===== src/rtl/ascon_pkg.sv =====
// Shared constants, FSM state type and permutation primitives for the ASCON-128 core.
package ascon_pkg;
   localparam int K        = 128;
   localparam int R        = 64;
   localparam int A_ROUNDS = 12;
   localparam int B_ROUNDS = 6;
   localparam int L        = 40;
   localparam int Y        = 104;

   localparam logic [63:0] IV = 64'h80400c0600000000;

   typedef enum logic [2:0] {IDLE, INIT, AD, PT, FINAL, DONE} state_t;

   // Column input is {x0,x1,x2,x3,x4}, x0 in the MSB.
   localparam logic [4:0] SBOX_LUT [32] = '{
      5'h04, 5'h0b, 5'h1f, 5'h14, 5'h1a, 5'h15, 5'h09, 5'h02, 5'h1b, 5'h05, 5'h08, 5'h12, 5'h1d, 5'h03, 5'h06, 5'h1c,
      5'h1e, 5'h13, 5'h07, 5'h0e, 5'h00, 5'h0d, 5'h11, 5'h18, 5'h10, 5'h0c, 5'h01, 5'h19, 5'h16, 5'h0a, 5'h0f, 5'h17};

   function automatic logic [4:0] sbox(input logic [4:0] col);
      return SBOX_LUT[col];
   endfunction

   function automatic logic [7:0] round_const(input logic [3:0] i);
      return {4'hF - i, i};
   endfunction
endpackage


===== src/rtl/ascon_round.sv =====
// One ASCON permutation round: constant addition on x2, bit-sliced 5-bit S-box, linear diffusion.
module ascon_round
   import ascon_pkg::*;
(
   input  logic [319:0] s_in,
   input  logic [3:0]   rnd,
   output logic [319:0] s_out
);
   logic [63:0] a0, a1, a2, a3, a4;
   logic [63:0] z0, z1, z2, z3, z4;

   function automatic logic [63:0] rotr(input logic [63:0] v, input int n);
      return (v >> n) | (v << (64 - n));
   endfunction

   assign {a0, a1, a2, a3, a4} = s_in ^ {184'b0, round_const(rnd), 128'b0};

   always_comb begin
      z0 = '0;
      z1 = '0;
      z2 = '0;
      z3 = '0;
      z4 = '0;
      for (int b = 0; b < 64; b++)
         {z0[b], z1[b], z2[b], z3[b], z4[b]} = sbox({a0[b], a1[b], a2[b], a3[b], a4[b]});
   end

   assign s_out = {z0 ^ rotr(z0, 19) ^ rotr(z0, 28),
                   z1 ^ rotr(z1, 61) ^ rotr(z1, 39),
                   z2 ^ rotr(z2, 1)  ^ rotr(z2, 6),
                   z3 ^ rotr(z3, 10) ^ rotr(z3, 17),
                   z4 ^ rotr(z4, 7)  ^ rotr(z4, 41)};
endmodule


===== src/rtl/caravel_ascon_core.sv =====
// ASCON-128 AEAD core with MSB-first serial load and LSB-first serial result/tag readout.
// Define ASCON_UNROLL2_EN to apply two permutation rounds per clock (18 instead of 36 compute cycles).
module caravel_ascon_core
   import ascon_pkg::*;
(
   input  logic clk,
   input  logic rst,
   input  logic keyxSI,
   input  logic noncexSI,
   input  logic associated_dataxSI,
   input  logic input_dataxSI,
   input  logic ascon_startxSI,
   input  logic decrypt,
   output logic output_dataxSO,
   output logic tagxSO,
   output logic ascon_readyxSO,
   output logic flag_dec
);
`ifdef ASCON_UNROLL2_EN
   localparam logic [3:0] STEP = 4'd2;
`else
   localparam logic [3:0] STEP = 4'd1;
`endif
   localparam logic [3:0] LAST    = 4'd12 - STEP;
   localparam logic [3:0] B_START = 4'(A_ROUNDS - B_ROUNDS);

   state_t       state;
   logic [K-1:0] key, nonce, tag;
   logic [L-1:0] ad, blk1;
   logic [Y-1:0] data, result;
   logic [319:0] s, s_rnd, after_init, after_ad, after_pt;
   logic [R-1:0] x0, blk0, x0_last;
   logic [3:0]   cnt;
   logic [1:0]   hold;

`ifdef ASCON_UNROLL2_EN
   logic [319:0] s_mid;
   ascon_round u_round0 (.s_in(s),     .rnd(cnt),         .s_out(s_mid));
   ascon_round u_round1 (.s_in(s_mid), .rnd(cnt + 4'd1),  .s_out(s_rnd));
`else
   ascon_round u_round0 (.s_in(s),     .rnd(cnt),         .s_out(s_rnd));
`endif

   // Phase-exit transforms, taken on the clock that runs the phase's last round
   always_comb begin
      x0         = s_rnd[319:256];
      after_init = s_rnd ^ {{(320-K){1'b0}}, key};
      after_init[319:256] = after_init[319:256] ^ {ad, 1'b1, 23'b0};
      blk0       = x0 ^ data[Y-1:Y-R];
      after_ad   = {flag_dec ? data[Y-1:Y-R] : blk0, s_rnd[255:1], ~s_rnd[0]};
      blk1       = x0[R-1:R-L] ^ data[L-1:0];
      x0_last    = flag_dec ? {data[L-1:0], ~x0[23], x0[22:0]}
                            : x0 ^ {data[L-1:0], 1'b1, 23'b0};
      after_pt   = {x0_last, s_rnd[255:0]} ^ {{R{1'b0}}, key, 128'b0};
   end

   always_ff @(posedge clk or posedge rst) begin
      if (rst) begin
         state          <= IDLE;
         key            <= '0;
         nonce          <= '0;
         ad             <= '0;
         data           <= '0;
         s              <= '0;
         cnt            <= '0;
         result         <= '0;
         tag            <= '0;
         hold           <= '0;
         ascon_readyxSO <= 1'b0;
         flag_dec       <= 1'b0;
      end else begin
         case (state)
            IDLE: begin
               // The start edge does not shift, so S and the later key xors see the same key
               if (ascon_startxSI) begin
                  flag_dec <= decrypt;
                  s        <= {IV, key, nonce};
                  cnt      <= '0;
                  state    <= INIT;
               end else begin
                  key   <= {key[K-2:0], keyxSI};
                  nonce <= {nonce[K-2:0], noncexSI};
                  ad    <= {ad[L-2:0], associated_dataxSI};
                  data  <= {data[Y-2:0], input_dataxSI};
               end
            end
            INIT, AD, PT, FINAL: begin
               if (cnt != LAST) begin
                  s   <= s_rnd;
                  cnt <= cnt + STEP;
               end else if (state == INIT) begin
                  s     <= after_init;
                  cnt   <= B_START;
                  state <= AD;
               end else if (state == AD) begin
                  s                <= after_ad;
                  result[Y-1:Y-R]  <= blk0;
                  cnt              <= B_START;
                  state            <= PT;
               end else if (state == PT) begin
                  s             <= after_pt;
                  result[L-1:0] <= blk1;
                  cnt           <= '0;
                  state         <= FINAL;
               end else begin
                  tag   <= s_rnd[127:0] ^ key;
                  state <= DONE;
               end
            end
            DONE: begin
               if (!ascon_readyxSO) begin
                  ascon_readyxSO <= 1'b1;
               end else if (hold != 2'd2) begin
                  hold <= hold + 2'd1;
               end else begin
                  result <= result >> 1;
                  tag    <= tag >> 1;
               end
            end
            default: state <= IDLE;
         endcase
      end
   end

   assign output_dataxSO = ascon_readyxSO & result[0];
   assign tagxSO         = ascon_readyxSO & tag[0];
endmodule


===== config.mk =====
export PLATFORM = sky130hd
export DESIGN_NAME = caravel_ascon_core
export DESIGN_NICKNAME = d
export VERILOG_FILES = /design/src/rtl/ascon_pkg.sv /design/src/rtl/ascon_round.sv /design/src/rtl/caravel_ascon_core.sv
export SDC_FILE = /design/constraint.sdc
export NUM_CORES = 2
export LEC_CHECK = 0
export ABC_CLOCK_PERIOD_IN_PS = 35000
export CELL_PAD_IN_SITES_DETAIL_PLACEMENT = 0
export CELL_PAD_IN_SITES_GLOBAL_PLACEMENT = 1
export CORE_MARGIN = 2
export CORE_UTILIZATION = 35
export CTS_CLUSTER_DIAMETER = 150
export DETAILED_ROUTE_END_ITERATION = 16
export PLACE_DENSITY = 0.65
export SLEW_MARGIN = 5
export SYNTH_ARGS = -nofsm -noshare
export SYNTH_HDL_FRONTEND = slang
export SYNTH_HIERARCHICAL = 1
export SYNTH_SLANG_ARGS = --single-unit

===== constraint.sdc =====
create_clock -name clk -period 35 [get_ports clk]
set_clock_uncertainty 0.05 [all_clocks]
set_input_delay 5.25 -clock clk [delete_from_list [all_inputs] [get_ports clk]]
set_output_delay 5.25 -clock clk [all_outputs]
set_load 0.01 [all_outputs]

==> results.yml <==
cts:
  cts_tree: "built"
  h-tree-depth: 3
  cts_resized: 0
  clk_pin_slew_ns: 0.06
  worstSkewPairLatency_ns: 0.81
  cts_setup_buffers: 0
  cts_max_path_buffers: 3
  numCtsBuffers: 119
  cts_root_buffer: "clkbuf_16"
  holdBufCountCts: 0
  clock_sinks: 963
status:
  status: "finished, violations left"
  violations: "capacitance limit, slew limit"
die:
  ios: 12
  dieArea_um2: 195000
  die_w_um: 442
  rows: 160
  coreArea_um2: 190000
  die_h_um: 442
  start_util_pct: 35.3
sta:
  rsz0062_at_grt: "no"
  setup_violations: 0
  fin_crit_ns: 8.88
  relSlewSlack_pct: -5.47
  tightest_slew_ns: 1.57
  period_share_pct: 25.4
  hold_viol: 0
  hold_ws_ns: 0.426
  clock.fmax_ghz: 0.113
  slew_violations: 4
  fin_setup_tns_ns: 0
yosys:
  syn-cell-area_um2: 67100
  yosys_warnings: 6
  ys_seq_area_share_pct: 35.9
  syn_nets: 7935
  avgSynthCellArea_um2: 8.86
  synthFlopType: "dfrtp_1"
  ys_async_sr_fraction_pct: 100
  synth_area_leaders: "dfrtp_1, xnor2_1, mux2_2"
  synth_commonest_cells: "dfrtp_1, xnor2_1, a21oi_1"
  yosys.area.top_type: "dfrtp_1"
  syn_inst: 7579
  ys_seq_elements: 963
  synth_top_area_share_pct: 35.9
  yosysMostFrequentCell: "dfrtp_1"
  synth-edff-count: 0
  yosysUniqueCellTypes: 78
routing:
  vias: 55500
  vias_per_cell: 5.54
  wl_per_cell_um: 25.6
  drc: 0
  drt_iter0_markers: 5478
  ant_nets: 0
  drt-pass1-iter-count: 6
  wl_um: 256000
worst_setup_path:
  worstPathRequired_ns: 35.75
  worstSetupPathType: "input pin to async pin"
  crit_fanout: 93
  cp_data_arrival_time_ns: 9.63
  crit_path_start_kind: "input pin"
  end_kind: "async pin"
  r2r_setup_slack_ns: 29.59
place:
  gp_congestion: 0.976
  dpl_cell_area_um2: 69700
  place_hpwl_um: 186000
  port_buffers: 11
global_routing:
  grt_max_degree: 155
  antenna_found_initial: 6
  grt_pass1_wl_um: 372000
  overflow: 0
  grtUsageTotal_pct: 25.6
  grt_pass1_vias: 51800
hold_path:
  min_path_type: "flop to flop"
layout:
  finalNetCount: 7762
  final_util_pct: 38.8
  syn2layout_area_growth_pct: 10.0
  post-route-cell-area_um2: 73900
  drive_gt1_share_pct: 10.9
job:
  maxCapViolCount: 1
## layer usage
metal,global-route usage (%),part of all wire (%),vias up
met2,38.5,43,1677
li1,-,-,25600
met4,12.0,5.5,8
met5,0,0.022,-
met3,4.57,6.9,457
met1,35.6,45,27700
## layout by cell type, fill, tap and decap left out, drive strengths merged, types with 37 or more instances in the layout
cell type	instances
dfrtp	963
xnor2	808
o21ai	808
a21oi	788
nand2	650
nor2	539
xor2	420
mux2	402
ha	348
nand3	298
inv	212
clkbuf	172
o31ai	169
buf	149
nand2b	143
nor3	96
nor2b	78
mux2i	71
maj3	49
a31oi	39
o22ai	37
## sequential cells by signal, summed over array words and instances (netlist names)
name	count
data	104
flag_dec	1
result	104
s	320
hold	2
key	128
ascon_readyxSO	1
ad	40
cnt	4
tag	128
nonce	128
state	3
## final cells by class
type,instances,area [µm²]
Clock buffer,172,3490
Tap cell,2511,3140
Multi-Input combinational cell,5952,40400
Fill cell,19100,117000
Clock inverter,49,668
Timing Repair Buffer,160,1300
Antenna cell,3,7.51
Sequential cell,963,24100
Inverter,210,796
## metrics by stage
stage | worst slack, ns | instances
2_1_floorplan | 2.61 | 7579
3_3_place_gp | 25.17 | 9796
3_5_place_dp | 25.12 | 9796
4_1_cts | 25.99 | 10000
5_1_grt | 25.49 | 10000
6_report | 26.12 | 10000
## worst paths after layout
kind | startpoint | cells past startpoint | end
worst max-delay path | rst | 6 | s[271]$_DFFE_PP0P_
worst min-delay path | tag[101]$_DFFE_PP0P_ | 2 | tag[101]$_DFFE_PP0P_
worst max register to register | state[1]$_DFFE_PP0P_ | 9 | s[113]$_DFFE_PP0P_
worst min register to register | tag[101]$_DFFE_PP0P_ | 2 | tag[101]$_DFFE_PP0P_
max in group clk | ascon_startxSI | 7 | s[156]$_DFFE_PP0P_
min in group asynchronous | rst | 2 | result[75]$_DFFE_PP0P_
## kinds of logic (layout without fill, tap and decap cells)
kind of cell / Yosys count / count (layout) / share of synthesized area, %
other: 0 / 3 / 0
and+or+nand+nor: 1881 / 1881 / 12.5
AOI/OAI and AO/OA: 1969 / 1969 / 16.2
xor gates and xnor gates: 1228 / 1228 / 16.1
muxes: 477 / 477 / 7.96
adders and majority gates: 397 / 397 / 7.21
DFF: 963 / 963 / 35.9
buffers and inverters: 664 / 591 / 4.21
## critical path: stages
cell and delay, ns:
clkdlybuf4s50_1 0.50, inv_8 0.51, buf_4 0.75, buf_4 0.74, buf_4 0.80, buf_4 0.80
Power is not shown: default switching activity piles up to over one toggle a cycle in this logic, so the estimate is an artifact.
